<file path="config.mk">
export PLATFORM = sky130hd
export DESIGN_NAME = dadda_8x8_multiplier_pipe
export DESIGN_NICKNAME = d
export VERILOG_FILES = /design/src/rtl/dadda_8x8_multiplier_pipe.sv
export SDC_FILE = /design/constraint.sdc
export NUM_CORES = 1
export LEC_CHECK = 0
export CAP_MARGIN = 15
export CORE_MARGIN = 10
export CORE_UTILIZATION = 55
export DETAILED_ROUTE_END_ITERATION = 6
export GPL_TIMING_DRIVEN = 0
export HOLD_SLACK_MARGIN = 0.02
export PLACE_DENSITY = 0.73
export SYNTH_ARGS = -nofsm -noshare
export SYNTH_HDL_FRONTEND = slang
export SYNTH_SLANG_ARGS = --single-unit
</file>
<file path="constraint.sdc">
create_clock -name clock -period 16.9 [get_ports clock]
set_input_delay 1.69 -clock clock [delete_from_list [all_inputs] [get_ports clock]]
set_output_delay 1.69 -clock clock [all_outputs]
set_load 0.02 [all_outputs]
</file>
<file path="src/rtl/dadda_8x8_multiplier_pipe.sv">
// Unsigned 8x8 -> 16 pipelined multiplier using a Dadda reduction tree, 3 register stages.
// Optional macro DADDA_VALID_EN adds an in_valid/out_valid sideband that tracks the data.
module dadda_8x8_multiplier_pipe (
  input  logic        clock,
  input  logic        reset_n,
`ifdef DADDA_VALID_EN
  input  logic        in_valid,
  output logic        out_valid,
`endif
  input  logic [7:0]  operand1,
  input  logic [7:0]  operand2,
  output logic [15:0] Result
);

  // Bit matrices are indexed [column][row]; rows are packed from row 0 upward.
  function automatic logic [15:0][3:0] init_heights();
    logic [15:0][3:0] h;
    h = '0;
    for (int i = 0; i < 16; i++) begin
      h[i] = (i < 8) ? 4'(i + 1) : 4'(15 - i);
    end
    return h;
  endfunction

  // Column heights after one Dadda step towards target height d.
  function automatic logic [15:0][3:0] next_heights(input logic [15:0][3:0] h_in, input int d);
    logic [15:0][3:0] h_out;
    int               h;
    int               n_prev;
    int               n_cur;
    h_out  = '0;
    n_prev = 0;
    for (int i = 0; i < 16; i++) begin
      h     = int'(h_in[i]) + n_prev;
      n_cur = 0;
      for (int k = 0; k < 8; k++) begin
        if (h > d) begin
          h     = (h == d + 1) ? h - 1 : h - 2;
          n_cur = n_cur + 1;
        end
      end
      h_out[i] = 4'(h);
      n_prev   = n_cur;
    end
    return h_out;
  endfunction

  function automatic logic [15:0][7:0] pp_matrix(input logic [7:0] a, input logic [7:0] b);
    logic [15:0][7:0] m;
    logic [15:0][3:0] fill;
    m    = '0;
    fill = '0;
    for (int j = 0; j < 8; j++) begin
      for (int k = 0; k < 8; k++) begin
        m[j+k][fill[j+k][2:0]] = a[j] & b[k];
        fill[j+k]              = fill[j+k] + 4'd1;
      end
    end
    return m;
  endfunction

  // One Dadda step: only as many full/half adders as needed to bring each column down to d,
  // counting the carries arriving from the column to the right.
  function automatic logic [15:0][7:0] dadda_step(input logic [15:0][7:0] m_in,
                                                  input logic [15:0][3:0] h_in,
                                                  input int               d);
    logic [15:0][7:0] m_out;
    logic [7:0]       c_prev;
    logic [7:0]       c_cur;
    logic             x0;
    logic             x1;
    logic             x2;
    int               n_prev;
    int               n_cur;
    int               h;
    int               hi;
    int               idx;
    int               o;
    m_out  = '0;
    c_prev = '0;
    n_prev = 0;
    for (int i = 0; i < 16; i++) begin
      hi    = int'(h_in[i]);
      h     = hi + n_prev;
      idx   = 0;
      o     = 0;
      n_cur = 0;
      c_cur = '0;
      for (int k = 0; k < 8; k++) begin
        if (h > d) begin
          x0 = m_in[i][idx];
          x1 = m_in[i][idx+1];
          if (h == d + 1) begin
            m_out[i][o]  = x0 ^ x1;
            c_cur[n_cur] = x0 & x1;
            idx          = idx + 2;
            h            = h - 1;
          end else begin
            x2           = m_in[i][idx+2];
            m_out[i][o]  = x0 ^ x1 ^ x2;
            c_cur[n_cur] = (x0 & x1) | (x2 & (x0 ^ x1));
            idx          = idx + 3;
            h            = h - 2;
          end
          o     = o + 1;
          n_cur = n_cur + 1;
        end
      end
      for (int j = 0; j < 8; j++) begin
        if (j >= idx && j < hi) begin
          m_out[i][o] = m_in[i][j];
          o           = o + 1;
        end
      end
      for (int j = 0; j < 8; j++) begin
        if (j < n_prev) begin
          m_out[i][o] = c_prev[j];
          o           = o + 1;
        end
      end
      c_prev = c_cur;
      n_prev = n_cur;
    end
    return m_out;
  endfunction

  logic [7:0]       op_a_q, op_a_d;
  logic [7:0]       op_b_q, op_b_d;
  logic [15:0][3:0] rows_q, rows_d;
  logic [15:0]      result_q, result_d;

  logic [15:0][3:0] h8, h6, h4, h3, h2;
  logic [15:0][7:0] m8, m6, m4;
  logic [15:0][7:0] r4, r3, r2;
  logic [15:0]      row_a, row_b;
  logic             carry;

  // Height profile is structural: constant after elaboration.
  always_comb begin
    h8 = init_heights();
    h6 = next_heights(h8, 6);
    h4 = next_heights(h6, 4);
    h3 = next_heights(h4, 3);
    h2 = next_heights(h3, 2);
  end

  always_comb begin
    op_a_d = operand1;
    op_b_d = operand2;
  end

  // Stage 2: partial products, 8 -> 6 -> 4.
  always_comb begin
    m8     = pp_matrix(op_a_q, op_b_q);
    m6     = dadda_step(m8, h8, 6);
    m4     = dadda_step(m6, h6, 4);
    rows_d = '0;
    for (int i = 0; i < 16; i++) begin
      rows_d[i] = m4[i][3:0];
    end
  end

  // Stage 3: 4 -> 3 -> 2, then ripple carry-propagate adder.
  always_comb begin
    r4 = '0;
    for (int i = 0; i < 16; i++) begin
      r4[i][3:0] = rows_q[i];
    end
    r3    = dadda_step(r4, h4, 3);
    r2    = dadda_step(r3, h3, 2);
    row_a = '0;
    row_b = '0;
    for (int i = 0; i < 16; i++) begin
      row_a[i] = r2[i][0];
      row_b[i] = r2[i][1];
    end
    carry    = 1'b0;
    result_d = '0;
    for (int i = 0; i < 16; i++) begin
      result_d[i] = row_a[i] ^ row_b[i] ^ carry;
      carry       = (row_a[i] & row_b[i]) | (carry & (row_a[i] ^ row_b[i]));
    end
  end

  // reset_n is active-high despite its name.
  always_ff @(posedge clock or posedge reset_n) begin
    if (reset_n) begin
      op_a_q   <= '0;
      op_b_q   <= '0;
      rows_q   <= '0;
      result_q <= '0;
    end else begin
      op_a_q   <= op_a_d;
      op_b_q   <= op_b_d;
      rows_q   <= rows_d;
      result_q <= result_d;
    end
  end

  assign Result = result_q;

`ifdef DADDA_VALID_EN
  logic [2:0] valid_q, valid_d;

  always_comb begin
    valid_d = {valid_q[1:0], in_valid};
  end

  always_ff @(posedge clock or posedge reset_n) begin
    if (reset_n) begin
      valid_q <= '0;
    end else begin
      valid_q <= valid_d;
    end
  end

  assign out_valid = valid_q[2];
`endif

endmodule

</file>
Word level (Yosys, flattened, before mapping):

Index checks and enable logic that the tools add are counted.

* memories kept: 0
* RAM bits: 0
* logic and storage cells: 338
* bits in read-only memories: 0
* output and inout port bits: 16
* bits of input ports: 18
* latch bits: 0
* register bits: 81

* eq/ne operators: 0
* magnitude comparators: 0
* shifts and indexed selects: 0
* $mul: 0
* add/subtract/negate cells: 0
* reductions and logical operators: 0
* divide/modulo/power cells: 0
* bitwise logic cells: 320
* muxes and demuxes: 0

Operator list (number)
* 1-bit AND: 168
* 1-bit XOR: 104
* 1-bit bitwise OR: 48

Depth between registers and ports, before layout:

Gate-level depths: netlist (run 1).

* depth in word-level cells: 28
* gate-level depth with buffers: 16
* gate-level depth less buffers: 16

Least setup slack after synthesis (run 1):

No wires, ideal clock.

* path kind: register -> register
* from: register rows_q (netlist bit r4[24])
* to: register result_q[14] (netlist: Result[14])
* setup slack: 10967 ps
* data required time: 16765 ps
* data arrival time: 5798 ps
* clock period less this slack: 5933 ps
* stages on the path, launching flop included: 17
* path buffers: 0
* library setup time: 135 ps
* cell sequence: dfrtp_1 -> ha_1 -> inv_1 -> fa_1 -> inv_1 -> fa_1 -> fa_1 -> fa_1 -> fa_1 -> fa_1 -> fa_1 -> fa_1 -> fa_1 -> fa_1 -> fa_1 -> fa_1 -> fa_1

* cells in the longest elaborated chain, start to end: 27
* elaborated cells on any way between the ends: 39
* classes of those cells: bitwise: 39

Ends and longest elaborated chain
* start, declared: line 129 `logic [15:0][3:0] rows_q, rows_d;`
* start signal, assigned: line 195 `rows_q <= rows_d;`
* 1-bit XOR (2 in series)
* 1-bit XOR: line 100 `m_out[i][o] = x0 ^ x1 ^ x2;`
* 1-bit XOR: line 181 `carry = (row_a[i] & row_b[i]) | (carry & (row_a[i] ^ row_b[i]));`
* 1-bit AND: line 181
* 1-bit bitwise OR: line 181
* 1-bit AND: line 181
* 1-bit bitwise OR: line 181
* 1-bit AND: line 181
* [... 11 more ...]
* 1-bit AND (*): line 181
* 1-bit bitwise OR (*): line 181
* 1-bit AND (*): line 181
* 1-bit bitwise OR (*): line 181
* 1-bit AND (*): line 181
* 1-bit bitwise OR (*): line 181
* 1-bit XOR (*): line 180 `result_d[i] = row_a[i] ^ row_b[i] ^ carry;`
* named net result_d[14]: line 130 `logic [15:0] result_q, result_d;`
* end signal, assigned: line 196 `result_q <= result_d;`
* end, declared: line 130

The timed path passes the listed nets; every way through them passes the cells marked *.

Worst setup path after layout (run 1):

Same ends and word-level chain as after synthesis.

==> summary.md, run 1 <==
| Metric | Value |
|---|---|
| Top_reg_cell synth | dfrtp_1 |
| Power after layout | 512 uW |
| Multi-input gate area | 0.00144 mm2 |
| Hold Fails Final Rpt | 0 |
| Tmin final | 6.16 ns |
| Root buffer cell | clkbuf_8 |
| Drt via density | 4.77 |
| Hold crit path type | reg -> reg |
| CTS tree | built |
| Top post-synthesis cells by count | dfrtp_1 (81), and2_1 (57), fa_1 (48), inv_1 (27), ha_1 (8) |
| Layout area overhead | 18.2% |
| Number of flops mapped to enable cells by yosys | 0 |
| Post-DRT Antenna Nets | 0 |
| Final Skew | 0.0111 ns |
| Tightest Pin Transition | 0.482 ns |
| Cell Rows | 29 |
| Sequential element share of the synthesized area | 56.7% |
| Total number of vias | 1,694 |
| DRC Markers | 0 |
| Register area | 0.00203 mm2 |
| Static Leak | 0.00202 uW |
| Num CTS Buffers | 9 |
| RSZ-0062 raised after global routing | false |
| Max_cap viols | 0 |
| Pwr dens | 121 mW/mm2 |
| CTS resizes | 0 |
| Synth warnings | 0 |
| Status | finished, final reports clean |
| TNS Setup | 0 ns |
| Setup CP Type | reg -> reg |
| Maximum fanout along the worst path | 1 |
| Drt wl/cell | 14.9 um |
| Final setup viols | 0 |
| Placer Congestion | 0.749 |
| H-tree level count | 3 |
| # placed instances | 339 |
| Die height | 101 um |
| DRT Wirelength | 5.30 mm |
| Synthesized area | 0.00357 mm2 |
| Layout Cells excl Fill | 355 |
| Detailed Place HPWL | 4.00 mm |
| Fin util | 66.9% |
| Core outline area | 0.00631 mm2 |
| Area leader, netlist | dfrtp_1 |
| R2r setup slk | 10.74 ns |
| Die Area | 0.0101 mm2 |
| Vias in the first global route | 1,915 |
| Largest net degree at the start of global routing | 43 |
| Pre-antenna DRT Iters | 4 |
| Postcts setup bufs | 0 |
| Mapped Cells | 228 |
| Synth cell types | 6 |
| First-pass GRT wire length | 9.43 mm |
| Post-CTS Hold Fix Bufs | 0 |
| Period utilisation layout | 36.4% |
| Grt total ovfl | 0 |
| Fraction of layout cells with a size suffix above 1 | 6.47% |
| Startpoint types | flop |
| Ports | 34 |
| Die X | 101 um |
| Layout net count | 347 |
| Total GRT Usage | 12.1% |
| Layout filler cell count | 468 |
| Slew Limit Headroom | 67.8% |
| # port buffers | 33 |
| Post-Syn Nets | 302 |
| Synth top area share | 56.7% |
| CP required | 17.13 ns |
| Asr flop ratio synth | 100% |
| Cell with the most instances after synthesis | dfrtp_1 |
| CTS sink cnt | 81 |
| Initial Utilization | 56.6% |
| Synth area leaders | dfrtp_1 (57%), fa_1 (27%), and2_1 (10%), inv_1 (2.8%), ha_1 (2.8%) |
| FMAX | 0.162 GHz |
| Peak supply drop | 0.0000751 V |
| Antenna violations before repair | 0 |
| CP arrival | 6.39 ns |
| Synth Register Bits | 81 |
| Critical path capture point type | flop |
| Iter 0 DRT Violations | 63 |
| Clk slew on worst S/H paths | 0.09 ns |
| Fin. max-slew vios | 0 |
| Clk Latency, worst-skew pair | 0.35 ns |
| Mean Syn Cell Area | 15.7 um2 |
| Diodes inserted | 0 |
| Clock Tree Buf Depth | 2 |
[registers in the layout, indices dropped and copies added, names as in the netlist]
register	flops
Result	16
op_a_q	8
op_b_q	8
r2	5
r3	15
r4	29
[worst max-delay path, stage by stage, from the launching register on]
cell and delay (ns):
dfrtp_1 0.37, ha_1 0.27, inv_1 0.05, fa_1 0.47, inv_1 0.05, fa_1 0.43
fa_1 0.39, fa_1 0.40, fa_1 0.40, fa_1 0.41, fa_1 0.40, fa_1 0.39
fa_1 0.39, fa_1 0.41, fa_1 0.39, fa_1 0.39, fa_1 0.43
[per-layer routing]
| metal | part of all wire (%) | wire length [um] | vias up | global-route usage (%) |
|---|---|---|---|---|
| li1 | - | - | 762 | - |
| met1 | 44 | 2350 | 892 | 15.9 |
| met2 | 48 | 2540 | 31 | 17.6 |
| met3 | 5.9 | 310 | 9 | 4.46 |
| met4 | 1.9 | 100 | 0 | 5.54 |
| met5 | 0 | 0 | - | 0 |
[placed cells by master, fill, tap and decap left out, drive strengths merged]
cell	netlist	final
clkdlybuf4s50	0	33
clkinvlp	0	1
inv	27	29
ha	8	8
buf	0	1
clkinv	0	3
nand2	7	7
dfrtp	81	81
clkbuf	0	9
and2	57	57
bufinv	0	1
fa	48	48
[cells by family (layout without fill, tap and decap cells)]
group | Yosys count | count (layout) | share of synthesized area [%]
flops | 81 | 81 | 56.7
simple gates | 64 | 64 | 10.7
fa+ha+maj | 56 | 56 | 29.7
buf+inv | 27 | 77 | 2.84
[metrics by stage]
| step | hold slack, ns | setup WS (ns) | area [um2] |
|---|---|---|---|
| 2_1_floorplan | 0.331 | 10.97 | 3570 |
| 3_3_place_gp | 0.334 | 10.72 | 4000 |
| 3_5_place_dp | 0.345 | 10.71 | 4020 |
| 4_1_cts | 0.364 | 10.69 | 4220 |
| 5_1_grt | 0.371 | 10.55 | 4220 |
| 6_report | 0.361 | 10.74 | 4220 |
[where the power goes]
part           leakage (uW)  internal (uW)  total [uW]  switching, uW
sequential          0.00100            223         236           13.3
combinational      0.000916           66.8         134           67.1
clock              0.000100           69.5         142           72.4
total               0.00202            359         512            153
[cell type report]
cell class,instances,area share (%)
Tap cell,77,2.28
Clock buffer,9,2.93
Inverter,27,2.46
Sequential cell,81,48.0
Multi-Input combinational cell,120,34.2
Clock inverter,7,1.84
Timing Repair Buffer,34,8.30
[worst paths after layout]
kind	from	endpoint	depth (start not counted)
min in group asynchronous	reset_n	r4[80]	2
hold / removal	r2[0]	Result[0]	0
max in group asynchronous	reset_n	r3[41]	3
hold reg to reg	r2[0]	Result[0]	0
setup / recovery	r4[24]	Result[14]	16
setup reg to reg	r4[24]	Result[14]	16
Power figures use the tool's default switching activity.
==> run 2: changes to the inputs <==
==> constraint.sdc (replaced) <==
create_clock -name clock -period 6.46 [get_ports clock]
set_input_delay 0.646 -clock clock [delete_from_list [all_inputs] [get_ports clock]]
set_output_delay 0.646 -clock clock [all_outputs]
set_load 0.02 [all_outputs]
==> results of run 2 <==
Same layout as run 1 (identical final DEF). Status: finished, final reports clean.
Among the figures that moved: setup slack after placement 10.71 ns -> 0.267 ns; setup slack after layout 10.74 ns -> 0.302 ns; register-to-register setup slack 10.74 ns -> 0.30 ns; total power 512 uW -> 1340 uW; worst IR drop on VDD 0.0000751 V -> 0.000196 V
